File: src/rtl/bk_pkg.sv
// -----------------------------------------------------------------------------
// bk_pkg
// Shared types and helpers for the backup-RAM sector transfer controller.
//   state_t      : transfer FSM states
//   SECTOR_BYTES : size of one SD sector moved per request
//   lba_of()     : builds the SD LBA from a slot number and a sector index
// -----------------------------------------------------------------------------
package bk_pkg;

  typedef enum logic [1:0] {
    IDLE    = 2'd0,
    REQ     = 2'd1,
    WAIT_UP = 2'd2,
    WAIT_DN = 2'd3
  } state_t;

  localparam int SECTOR_BYTES = 512;

  // Each slot owns a contiguous run of 2^sect_log2 sectors in the image,
  // so the LBA is simply {slot, sector}. Computed 64 bits wide; callers
  // truncate to their own LBA width.
  function automatic logic [63:0] lba_of(input logic [63:0] slot_num,
                                         input logic [63:0] sect,
                                         input int          sect_log2);
    return (slot_num << sect_log2) | sect;
  endfunction

endpackage

File: src/rtl/bk_sector_ctrl_if.sv
// -----------------------------------------------------------------------------
// bk_sector_ctrl_if
// SD sector handshake between the backup controller and hps_io.
//   sd_lba : sector address            (master -> slave)
//   sd_rd  : sector read request       (master -> slave)
//   sd_wr  : sector write request      (master -> slave)
//   sd_ack : sector acknowledge        (slave  -> master)
// The controller uses the master modport; hps_io (or a bench model) the slave.
// -----------------------------------------------------------------------------
interface bk_sector_ctrl_if #(
  parameter int LBA_W = 32
);

  logic [LBA_W-1:0] sd_lba;
  logic             sd_rd;
  logic             sd_wr;
  logic             sd_ack;

  modport master (
    output sd_lba,
    output sd_rd,
    output sd_wr,
    input  sd_ack
  );

  modport slave (
    input  sd_lba,
    input  sd_rd,
    input  sd_wr,
    output sd_ack
  );

endinterface

File: src/rtl/bk_sector_ctrl.sv
// -----------------------------------------------------------------------------
// bk_sector_ctrl
// Backup-RAM transfer controller. Moves a cartridge NVRAM image between the
// on-chip NVRAM (port B) and the mounted SD save image, one 512-byte sector
// per sd_rd/sd_wr request, across 2^SLOT_W save slots of 2^SECT_LOG2 sectors.
//
// Parameters:
//   SECT_LOG2 : log2 of sectors per slot (0..8)
//   SLOT_W    : width of the slot select
//   LBA_W     : width of sd_lba (must match the interface instance)
//
// Ports:
//   clk_sys      : system clock, rising edge
//   RESET_n      : asynchronous active-low reset
//   bk_ena       : writable save image mounted; gates manual requests
//   bk_load      : OSD load request level (rising edge acts)
//   bk_save      : OSD save request level (rising edge acts)
//   mount_done   : one-cycle pulse at the end of a ROM download
//   img_size_nz  : mounted save image has non-zero size
//   slot         : slot select, sampled when a transfer starts
//   nvram_we     : core-side NVRAM write strobe (dirty tracking)
//   osd_status   : OSD open level (autosave only)
//   sd           : SD sector handshake (master modport)
//   nvram_sect   : current sector index, NVRAM port B high address bits
//   bk_state     : transfer in progress
//   bk_loading   : in-progress transfer is a load
//   dirty        : NVRAM modified since last load completion / save start
//   done         : one-cycle pulse when a transfer completes
//
// Build option:
//   BK_AUTOSAVE_EN : when defined, opening the OSD (osd_status rising) with
//                    dirty NVRAM starts a save to the selected slot.
// -----------------------------------------------------------------------------
module bk_sector_ctrl
  import bk_pkg::*;
#(
  parameter  int SECT_LOG2 = 6,
  parameter  int SLOT_W    = 2,
  parameter  int LBA_W     = 32,
  localparam int SECT_W    = (SECT_LOG2 < 1) ? 1 : SECT_LOG2
) (
  input  logic              clk_sys,
  input  logic              RESET_n,
  input  logic              bk_ena,
  input  logic              bk_load,
  input  logic              bk_save,
  input  logic              mount_done,
  input  logic              img_size_nz,
  input  logic [SLOT_W-1:0] slot,
  input  logic              nvram_we,
  input  logic              osd_status,
  bk_sector_ctrl_if.master  sd,
  output logic [SECT_W-1:0] nvram_sect,
  output logic              bk_state,
  output logic              bk_loading,
  output logic              dirty,
  output logic              done
);

  localparam logic [SECT_W-1:0] LAST_SECT = SECT_W'((1 << SECT_LOG2) - 1);

  state_t            state;
  state_t            state_next;

  logic              old_load;
  logic              old_save;
  logic              old_ack;
  logic [SLOT_W-1:0] slot_q;
  logic [SECT_W-1:0] sect_q;

  logic load_edge;
  logic save_edge;
  logic mount_go;
  logic auto_go;
  logic ack_rise;
  logic ack_fall;
  logic last_sect;
  logic start;
  logic start_load;
  logic finish;

  // ---------------------------------------------------------------------------
  // Request decode
  // ---------------------------------------------------------------------------
  // The edge registers already hold (x & bk_ena), so dropping bk_ena and
  // raising it again with the request still high counts as a new edge.
  assign load_edge = ~old_load & bk_load & bk_ena;
  assign save_edge = ~old_save & bk_save & bk_ena;
  assign mount_go  = mount_done & img_size_nz & bk_ena;
  assign ack_rise  = ~old_ack & sd.sd_ack;
  assign ack_fall  = old_ack & ~sd.sd_ack;
  assign last_sect = (sect_q == LAST_SECT);

`ifdef BK_AUTOSAVE_EN
  logic old_osd;

  always_ff @(posedge clk_sys or negedge RESET_n) begin
    if (!RESET_n) old_osd <= 1'b0;
    else          old_osd <= osd_status;
  end

  assign auto_go = ~old_osd & osd_status & dirty & bk_ena & ~bk_state;
`else
  logic unused_osd;
  assign unused_osd = osd_status;
  assign auto_go    = 1'b0;
`endif

  // Any load source (mount or manual) beats a save; autosave is the
  // lowest-priority source and only ever produces a save.
  assign start      = (state == IDLE) & (mount_go | load_edge | save_edge | auto_go);
  assign start_load = mount_go | load_edge;
  assign finish     = (state == WAIT_DN) & ack_fall & last_sect;

  // ---------------------------------------------------------------------------
  // FSM state register
  // ---------------------------------------------------------------------------
  // NOTE: sequential state is updated only with non-blocking assignments so
  // every register samples the pre-edge values regardless of block order.
  always_ff @(posedge clk_sys or negedge RESET_n) begin
    if (!RESET_n) state <= IDLE;
    else          state <= state_next;
  end

  // ---------------------------------------------------------------------------
  // FSM next-state logic
  // ---------------------------------------------------------------------------
  // NOTE: state_next is given its default before the case statement so no
  // path leaves it unassigned, which would otherwise infer a latch.
  always_comb begin
    state_next = state;
    unique case (state)
      IDLE:    if (start)    state_next = REQ;
      REQ:                   state_next = WAIT_UP;
      WAIT_UP: if (ack_rise) state_next = WAIT_DN;
      WAIT_DN: begin
        if (ack_fall) state_next = last_sect ? IDLE : REQ;
      end
      default:               state_next = IDLE;
    endcase
  end

  // ---------------------------------------------------------------------------
  // Edge-detect history
  // ---------------------------------------------------------------------------
  always_ff @(posedge clk_sys or negedge RESET_n) begin
    if (!RESET_n) begin
      old_load <= 1'b0;
      old_save <= 1'b0;
      old_ack  <= 1'b0;
    end else begin
      old_load <= bk_load & bk_ena;
      old_save <= bk_save & bk_ena;
      old_ack  <= sd.sd_ack;
    end
  end

  // ---------------------------------------------------------------------------
  // Transfer datapath and handshake outputs
  // ---------------------------------------------------------------------------
  // bk_loading doubles as the transfer direction for the whole transfer.
  always_ff @(posedge clk_sys or negedge RESET_n) begin
    if (!RESET_n) begin
      slot_q     <= '0;
      sect_q     <= '0;
      bk_state   <= 1'b0;
      bk_loading <= 1'b0;
      done       <= 1'b0;
      sd.sd_lba  <= '0;
      sd.sd_rd   <= 1'b0;
      sd.sd_wr   <= 1'b0;
    end else begin
      done <= 1'b0;
      unique case (state)
        IDLE: begin
          if (start) begin
            bk_loading <= start_load;
            slot_q     <= slot;
            sect_q     <= '0;
            bk_state   <= 1'b1;
          end
        end
        REQ: begin
          sd.sd_lba <= LBA_W'(lba_of(64'(slot_q), 64'(sect_q), SECT_LOG2));
          sd.sd_rd  <= bk_loading;
          sd.sd_wr  <= ~bk_loading;
        end
        WAIT_UP: begin
          if (ack_rise) begin
            sd.sd_rd <= 1'b0;
            sd.sd_wr <= 1'b0;
          end
        end
        WAIT_DN: begin
          if (ack_fall) begin
            if (last_sect) begin
              bk_state   <= 1'b0;
              bk_loading <= 1'b0;
              done       <= 1'b1;
            end else begin
              sect_q <= sect_q + SECT_W'(1);
            end
          end
        end
        default: ;
      endcase
    end
  end

  assign nvram_sect = sect_q;

  // ---------------------------------------------------------------------------
  // Dirty tracking
  // ---------------------------------------------------------------------------
  // A save clears dirty as it starts (the image written is the snapshot being
  // taken); a load clears it only once the whole image has been read back.
  // A core write in the same cycle wins so no modification is ever lost.
  always_ff @(posedge clk_sys or negedge RESET_n) begin
    if (!RESET_n) begin
      dirty <= 1'b0;
    end else if (nvram_we) begin
      dirty <= 1'b1;
    end else if ((start & ~start_load) | (finish & bk_loading)) begin
      dirty <= 1'b0;
    end
  end

endmodule

File: src/flat_wrapper.sv
// flat-port wrapper written by rule: the top's interface ports become plain ports
module bk_sector_ctrl_flat import bk_pkg::*;
#(
  parameter  int SECT_LOG2 = 6,
  parameter  int SLOT_W    = 2,
  parameter  int LBA_W     = 32,
  localparam int SECT_W    = (SECT_LOG2 < 1) ? 1 : SECT_LOG2
)
  (clk_sys, RESET_n, bk_ena, bk_load, bk_save, mount_done, img_size_nz, slot, nvram_we, osd_status, nvram_sect, bk_state, bk_loading, dirty, done, sd_sd_lba, sd_sd_rd, sd_sd_wr, sd_sd_ack);
  bk_sector_ctrl_if #(.LBA_W(LBA_W)) sd_i ();
  input  logic clk_sys;
  input  logic RESET_n;
  input  logic bk_ena;
  input  logic bk_load;
  input  logic bk_save;
  input  logic mount_done;
  input  logic img_size_nz;
  input  logic [SLOT_W-1:0] slot;
  input  logic nvram_we;
  input  logic osd_status;
  output logic [SECT_W-1:0] nvram_sect;
  output logic bk_state;
  output logic bk_loading;
  output logic dirty;
  output logic done;
  output wire logic [$bits(sd_i.sd_lba)-1:0] sd_sd_lba;
  output wire logic [$bits(sd_i.sd_rd)-1:0] sd_sd_rd;
  output wire logic [$bits(sd_i.sd_wr)-1:0] sd_sd_wr;
  input wire logic [$bits(sd_i.sd_ack)-1:0] sd_sd_ack;
  assign sd_sd_lba = sd_i.sd_lba;
  assign sd_sd_rd = sd_i.sd_rd;
  assign sd_sd_wr = sd_i.sd_wr;
  assign sd_i.sd_ack = sd_sd_ack;
  bk_sector_ctrl #(.SECT_LOG2(SECT_LOG2), .SLOT_W(SLOT_W), .LBA_W(LBA_W)) u_core (.clk_sys(clk_sys), .RESET_n(RESET_n), .bk_ena(bk_ena), .bk_load(bk_load), .bk_save(bk_save), .mount_done(mount_done), .img_size_nz(img_size_nz), .slot(slot), .nvram_we(nvram_we), .osd_status(osd_status), .sd(sd_i), .nvram_sect(nvram_sect), .bk_state(bk_state), .bk_loading(bk_loading), .dirty(dirty), .done(done));
endmodule
File: config.mk
export PLATFORM = sky130hd
export DESIGN_NAME = bk_sector_ctrl_flat
export DESIGN_NICKNAME = d
export VERILOG_FILES = /design/src/rtl/bk_pkg.sv /design/src/rtl/bk_sector_ctrl_if.sv /design/src/rtl/bk_sector_ctrl.sv /design/src/flat_wrapper.sv
export SDC_FILE = /design/constraint.sdc
export NUM_CORES = 1
export LEC_CHECK = 0
export ABC_AREA = 1
export BUFFER_PORTS_ARGS = -buffer_cell sky130_fd_sc_hd__buf_4
export CAP_MARGIN = 20
export CORE_MARGIN = 4
export CORE_UTILIZATION = 32
export DETAILED_ROUTE_END_ITERATION = 6
export SYNTH_ARGS = -nofsm -noshare
export SYNTH_HDL_FRONTEND = slang
export SYNTH_SLANG_ARGS = --single-unit
File: constraint.sdc
create_clock -name clk_sys -period 1.3 [get_ports clk_sys]
set_input_delay 0.26 -clock clk_sys [delete_from_list [all_inputs] [get_ports clk_sys]]
set_output_delay 0.26 -clock clk_sys [all_outputs]
set_load 0.05 [all_outputs]
Word-level counts from Yosys, hierarchy flattened
Index checks and enable logic that the tools add are counted.
Widths: inputs -> output; s select.
{"block": "totals", "wordCells": 80, "regBits": 51, "out_inout_bits": 44}
{"block": "classes", "n_mux": 23, "add_sub_neg": 1, "bitwise_logic": 25, "n_eq_ne": 9, "reduce_logical": 9}
{"cell": "$mux 6", "n": 3}
{"cell": "$and 1x1->1", "n": 15}
{"cell": "$pmux 6 s2", "n": 1}
{"cell": "$mux 1", "n": 11}
{"cell": "$ne 2x1->1 const B", "n": 4}
{"cell": "$or 8x6->8", "n": 1}
{"cell": "$pmux 1 s2", "n": 4}
{"cell": "$pmux 2 s4", "n": 1}
{"cell": "$reduce_and 4->1", "n": 2}
{"cell": "$add 6x1->6 const B", "n": 1}
{"cell": "$eq 6x6->1 const B", "n": 1}
{"cell": "$mux 2", "n": 3}
{"cell": "$not 1->1", "n": 6}
{"cell": "$reduce_bool 2->1", "n": 3}
{"cell": "$eq 2x2->1 const B", "n": 2}
{"cell": "$reduce_and 2->1", "n": 2}
{"cell": "$or 1x1->1", "n": 3}
{"cell": "$reduce_and 3->1", "n": 1}
{"cell": "$eq 2x1->1 const B", "n": 1}
{"cell": "$logic_not 2->1", "n": 1}
{"cell": "$ne 2x2->1 const B", "n": 1}

Depth between registers and ports, before layout
{"block": "logic_depth", "word_depth": 10, "depth_mapped": 9}

Worst setup path after synthesis
Ideal clock, no wire load.
{"block": "synth_path", "kind": "register to register", "start": "register u_core.sect_q[0] (netlist: u_core.nvram_sect[0])", "end": "register u_core.bk_loading", "synth_period_minus_slack_ns": 1.699, "slack_ns": -0.399, "setup_time_ns": 0.120, "arrival_ns": 1.580, "stages_incl_launch_ff": 9, "required_ns": 1.180, "cell_sequence": "dfrtp_1 > ha_1 > nand3_1 > nor2_1 > nor2_2 > nor2_4 > nand3_2 > nand2_1 > nand2_1"}
{"block": "synth_between", "elab_chain_cells": 3}
{"element": "start, declared", "line_no": "bk_sector_ctrl.sv:69", "rtl": "logic [SECT_W-1:0] sect_q;"}
{"element": "start signal, assigned", "line_no": "bk_sector_ctrl.sv:201", "rtl": "sect_q <= sect_q + SECT_W'(1);"}
{"element": "$eq 6x6->1", "line_no": "bk_sector_ctrl.sv:92", "rtl": "assign last_sect = (sect_q == LAST_SECT);"}
{"element": "$ne 2x1->1 (no source line)"}
{"element": "$reduce_and 4->1 (no source line)"}
{"element": "end signal, assigned", "line_no": "bk_sector_ctrl.sv:177", "rtl": "bk_loading <= start_load;"}
{"element": "end, declared", "line_no": "bk_sector_ctrl.sv:55", "rtl": "output logic bk_loading,"}
No other way between the ends.
A chain may end at the register's enable or synchronous reset.

Final worst setup path
{"block": "layout_path", "start": "register u_core.sect_q[1] (netlist: u_core.nvram_sect[1])", "end": "output port nvram_sect[1]"}
{"element": "end, declared", "line_no": "flat_wrapper.sv:21", "rtl": "output logic [SECT_W-1:0] nvram_sect;"}
No word-level cell between the ends.

==> results.json <==
{
  "timing.clock.skew_ns": 0.00531,
  "max_freq_mhz": 730,
  "startpoint_type": "register",
  "cts_buffer_depth": 2,
  "maxCapViolations": 0,
  "leakage_nw": 1.17,
  "globalRoute.totalOverflow": 0,
  "worstPathMaxFanout": 2,
  "cts.sinks": 27,
  "yosysUniqueCellTypes": 21,
  "hold_viol_final": 0,
  "grtUsageTotal_pct": 11.3,
  "power.share.sequential_pct": 25.1,
  "layout.cells.most_common": "buf_4",
  "min_period_ns": 1.37,
  "syn_area_um2": 1570,
  "finish.instance_area_um2": 2280,
  "wl_mm": 3.54,
  "portBuffers": 30,
  "drc_errors": 0,
  "drive_above_1_share_pct": 44.0,
  "required_ns": 1.04,
  "viasPerCell": 4.22,
  "area_delta_synth_final_pct": 45.0,
  "layout.nets": 269,
  "cts_root_buf": "clkbuf_8",
  "dr.pass1.iters": 4,
  "synth_cells": 188,
  "violations": "setup timing",
  "synth_top_area_share_pct": 43.0,
  "outcome": "complete, but fails checks",
  "cpPeakStageDelay_ns": 0.44,
  "dp_hpwl_mm": 2.63,
  "htreeDepth": 1,
  "antenna_found_initial": 0,
  "rows": 25,
  "crit_path_start": "u_core.nvram_sect[1]",
  "r2r_slack_ns": -0.04,
  "combPwrFrac_pct": 65.7,
  "endpoint_kind": "output pin",
  "num_vias": 1338,
  "placed_area_um2": 1990,
  "final_cells": 317,
  "slowest_stage": "dfrtp_2",
  "r2r_start": "u_core.nvram_sect[1]",
  "path_clk_slew_ns": 0.10,
  "yosysSeqAreaShare_pct": 43.0,
  "tritoncts": "built",
  "synth_area_leaders": "dfrtp_1, buf_4, nand2_1",
  "cp_cell_sequence": "buf_4, buf_6, buf_8",
  "p_sw_mw": 2.54,
  "die_h_um": 78.1,
  "die-area_um2": 6100,
  "initial_core_util_pct": 33.1,
  "hold_class": "input port to register",
  "intPower_mw": 2.78,
  "irDropWorstVdd_uv": 971,
  "power_density_nw_per_um2": 2330,
  "grt_pass1_wl_mm": 5.56,
  "place.gp.congestion": 0.779,
  "final_cell_mix": "buf_4, nand2_1, conb_1, dfrtp_1, inv_1",
  "setup_slack_ns": -0.0703,
  "syn_avg_cell_area_um2": 8.37,
  "die_w_um": 78.1,
  "worst_skew_pair.late_latency_ns": 0.27,
  "worst_r2r_path_depth": 9,
  "ant_nets": 0,
  "yosys_warnings": 0,
  "worstPathArrival_ns": 1.11,
  "endpoint": "nvram_sect[1]",
  "setup_violations": 9,
  "swShare_pct": 47.7,
  "io_pins": 56,
  "grt_pass1_vias": 1222,
  "antenna_cells": 0,
  "clkPwrFrac_pct": 9.2,
  "routedWlPerCell_um": 11.2,
  "r2r-end": "u_core.bk_loading",
  "cts_buffers": 3,
  "synth_top_cell_by_area": "dfrtp_1",
  "drv_slew": 0,
  "grt_max_degree": 28,
  "dp.cells": 304,
  "post-route-period-util_pct": 105,
  "core_um2": 4750,
  "rsz0062_at_grt": "yes",
  "ys_seq_elements": 27,
  "drt_iter0_drc": 43,
  "worstSetupPathType": "register to output pin"
}
worst max-delay path: cells and delay by family (launching register included):
family | cells | cell delay [ns]
buffers and inverters | 3 | 0.40
DFF | 1 | 0.44
flip-flops by register name, summed over array words and instances (netlist names):
name,cells
u_core.done,1
u_core.sd.sd_lba,8
u_core.sd.sd_rd,1
u_core.old_ack,1
u_core.state,2
u_core.dirty,1
u_core.old_load,1
u_core.bk_loading,1
u_core.nvram_sect,6
u_core.bk_state,1
u_core.sd.sd_wr,1
u_core.slot_q,2
u_core.old_save,1
area by class of cell:
type	count	area [um2]
tap	67	83.8
multi-input combinational	136	863
clock buffer	3	41.3
fill	496	2470
clock inverter	1	7.51
sequential	27	682
inverter	20	77.6
timing repair buffer	63	526
cell usage after synthesis:
cell,count
buf_4,24
conb_1,1
nand3_1,12
nand4_1,12
nor3b_1,1
inv_1,18
nand2_1,47
nor2_2,1
o21ai_0,5
mux2_2,4
buf_2,2
nor2_4,1
a21oi_1,5
dfrtp_1,27
ha_1,6
nand3_2,3
buf_6,2
nor2_1,13
o31ai_1,1
nand4_2,1
inv_2,2
logic make-up (layout without fill, tap and decap cells):
kind of cell | after synthesis | after routing | share of synthesized area [%]
adder cells (fa/ha/maj) | 6 | 6 | 4.77
multiplexers | 4 | 4 | 2.86
buffers and inverters | 48 | 87 | 18.3
other | 1 | 24 | 0.238
AO/OA/AOI/OAI | 11 | 11 | 3.66
flip-flops | 27 | 27 | 43.0
AND/OR/NAND/NOR | 91 | 91 | 27.2
stage by stage:
stage               hold WS (ns)  setup TNS (ns)  setup WS, ns  total power, mW  util, %
finish                    0.0990          -0.321       -0.0703             5.32     48.0
global route              0.0904           -1.71        -0.155             5.67     48.0
CTS                       0.0875          -0.298       -0.0448             4.78     44.1
detailed placement         0.201          -0.714       -0.0807             4.15     41.8
global placement           0.196          -0.507       -0.0637             4.11     41.8
floorplan                -0.0356          -0.961        -0.130             3.28        -
what timing repair did:
action | in CTS | in global routing
gates resized for setup | 9 | 40
hold endpoints to repair | 27 | 0
setup endpoints to repair | 16 | 23
pin swaps | 1 | 6
hold buffers | 1 | 0
buffers inserted | 3 | 5
power by group through the flow:
stage	registers, mW	logic, mW	clock network [mW]
6_report	1.34	3.50	0.487
5_1_grt	1.38	3.74	0.555
4_1_cts	1.29	2.97	0.525
3_5_place_dp	1.30	2.85	0
3_3_place_gp	1.29	2.82	0
2_1_floorplan	1.96	1.32	0
routing by layer:
layer	wire length, um	vias to the layer above	global-route usage, %
met5	0	-	0
met4	59	0	4.90
met3	130	6	1.72
met2	1710	36	18.9
met1	1640	611	14.5
li1	-	685	-
worst min path at each step:
stage / endpoint / slack [ns] / cells after the start / start
floorplan: u_core.bk_loading / -0.04 / 0 / RESET_n
global placement: u_core.nvram_sect[4] / 0.20 / 1 / RESET_n
detailed placement: u_core.nvram_sect[4] / 0.20 / 1 / RESET_n
CTS: u_core.old_ack / 0.09 / 1 / sd_sd_ack
global route: u_core.old_ack / 0.09 / 1 / sd_sd_ack
finish: u_core.old_ack / 0.1 / 1 / sd_sd_ack
No activity file was read; power rests on OpenSTA's default activity.
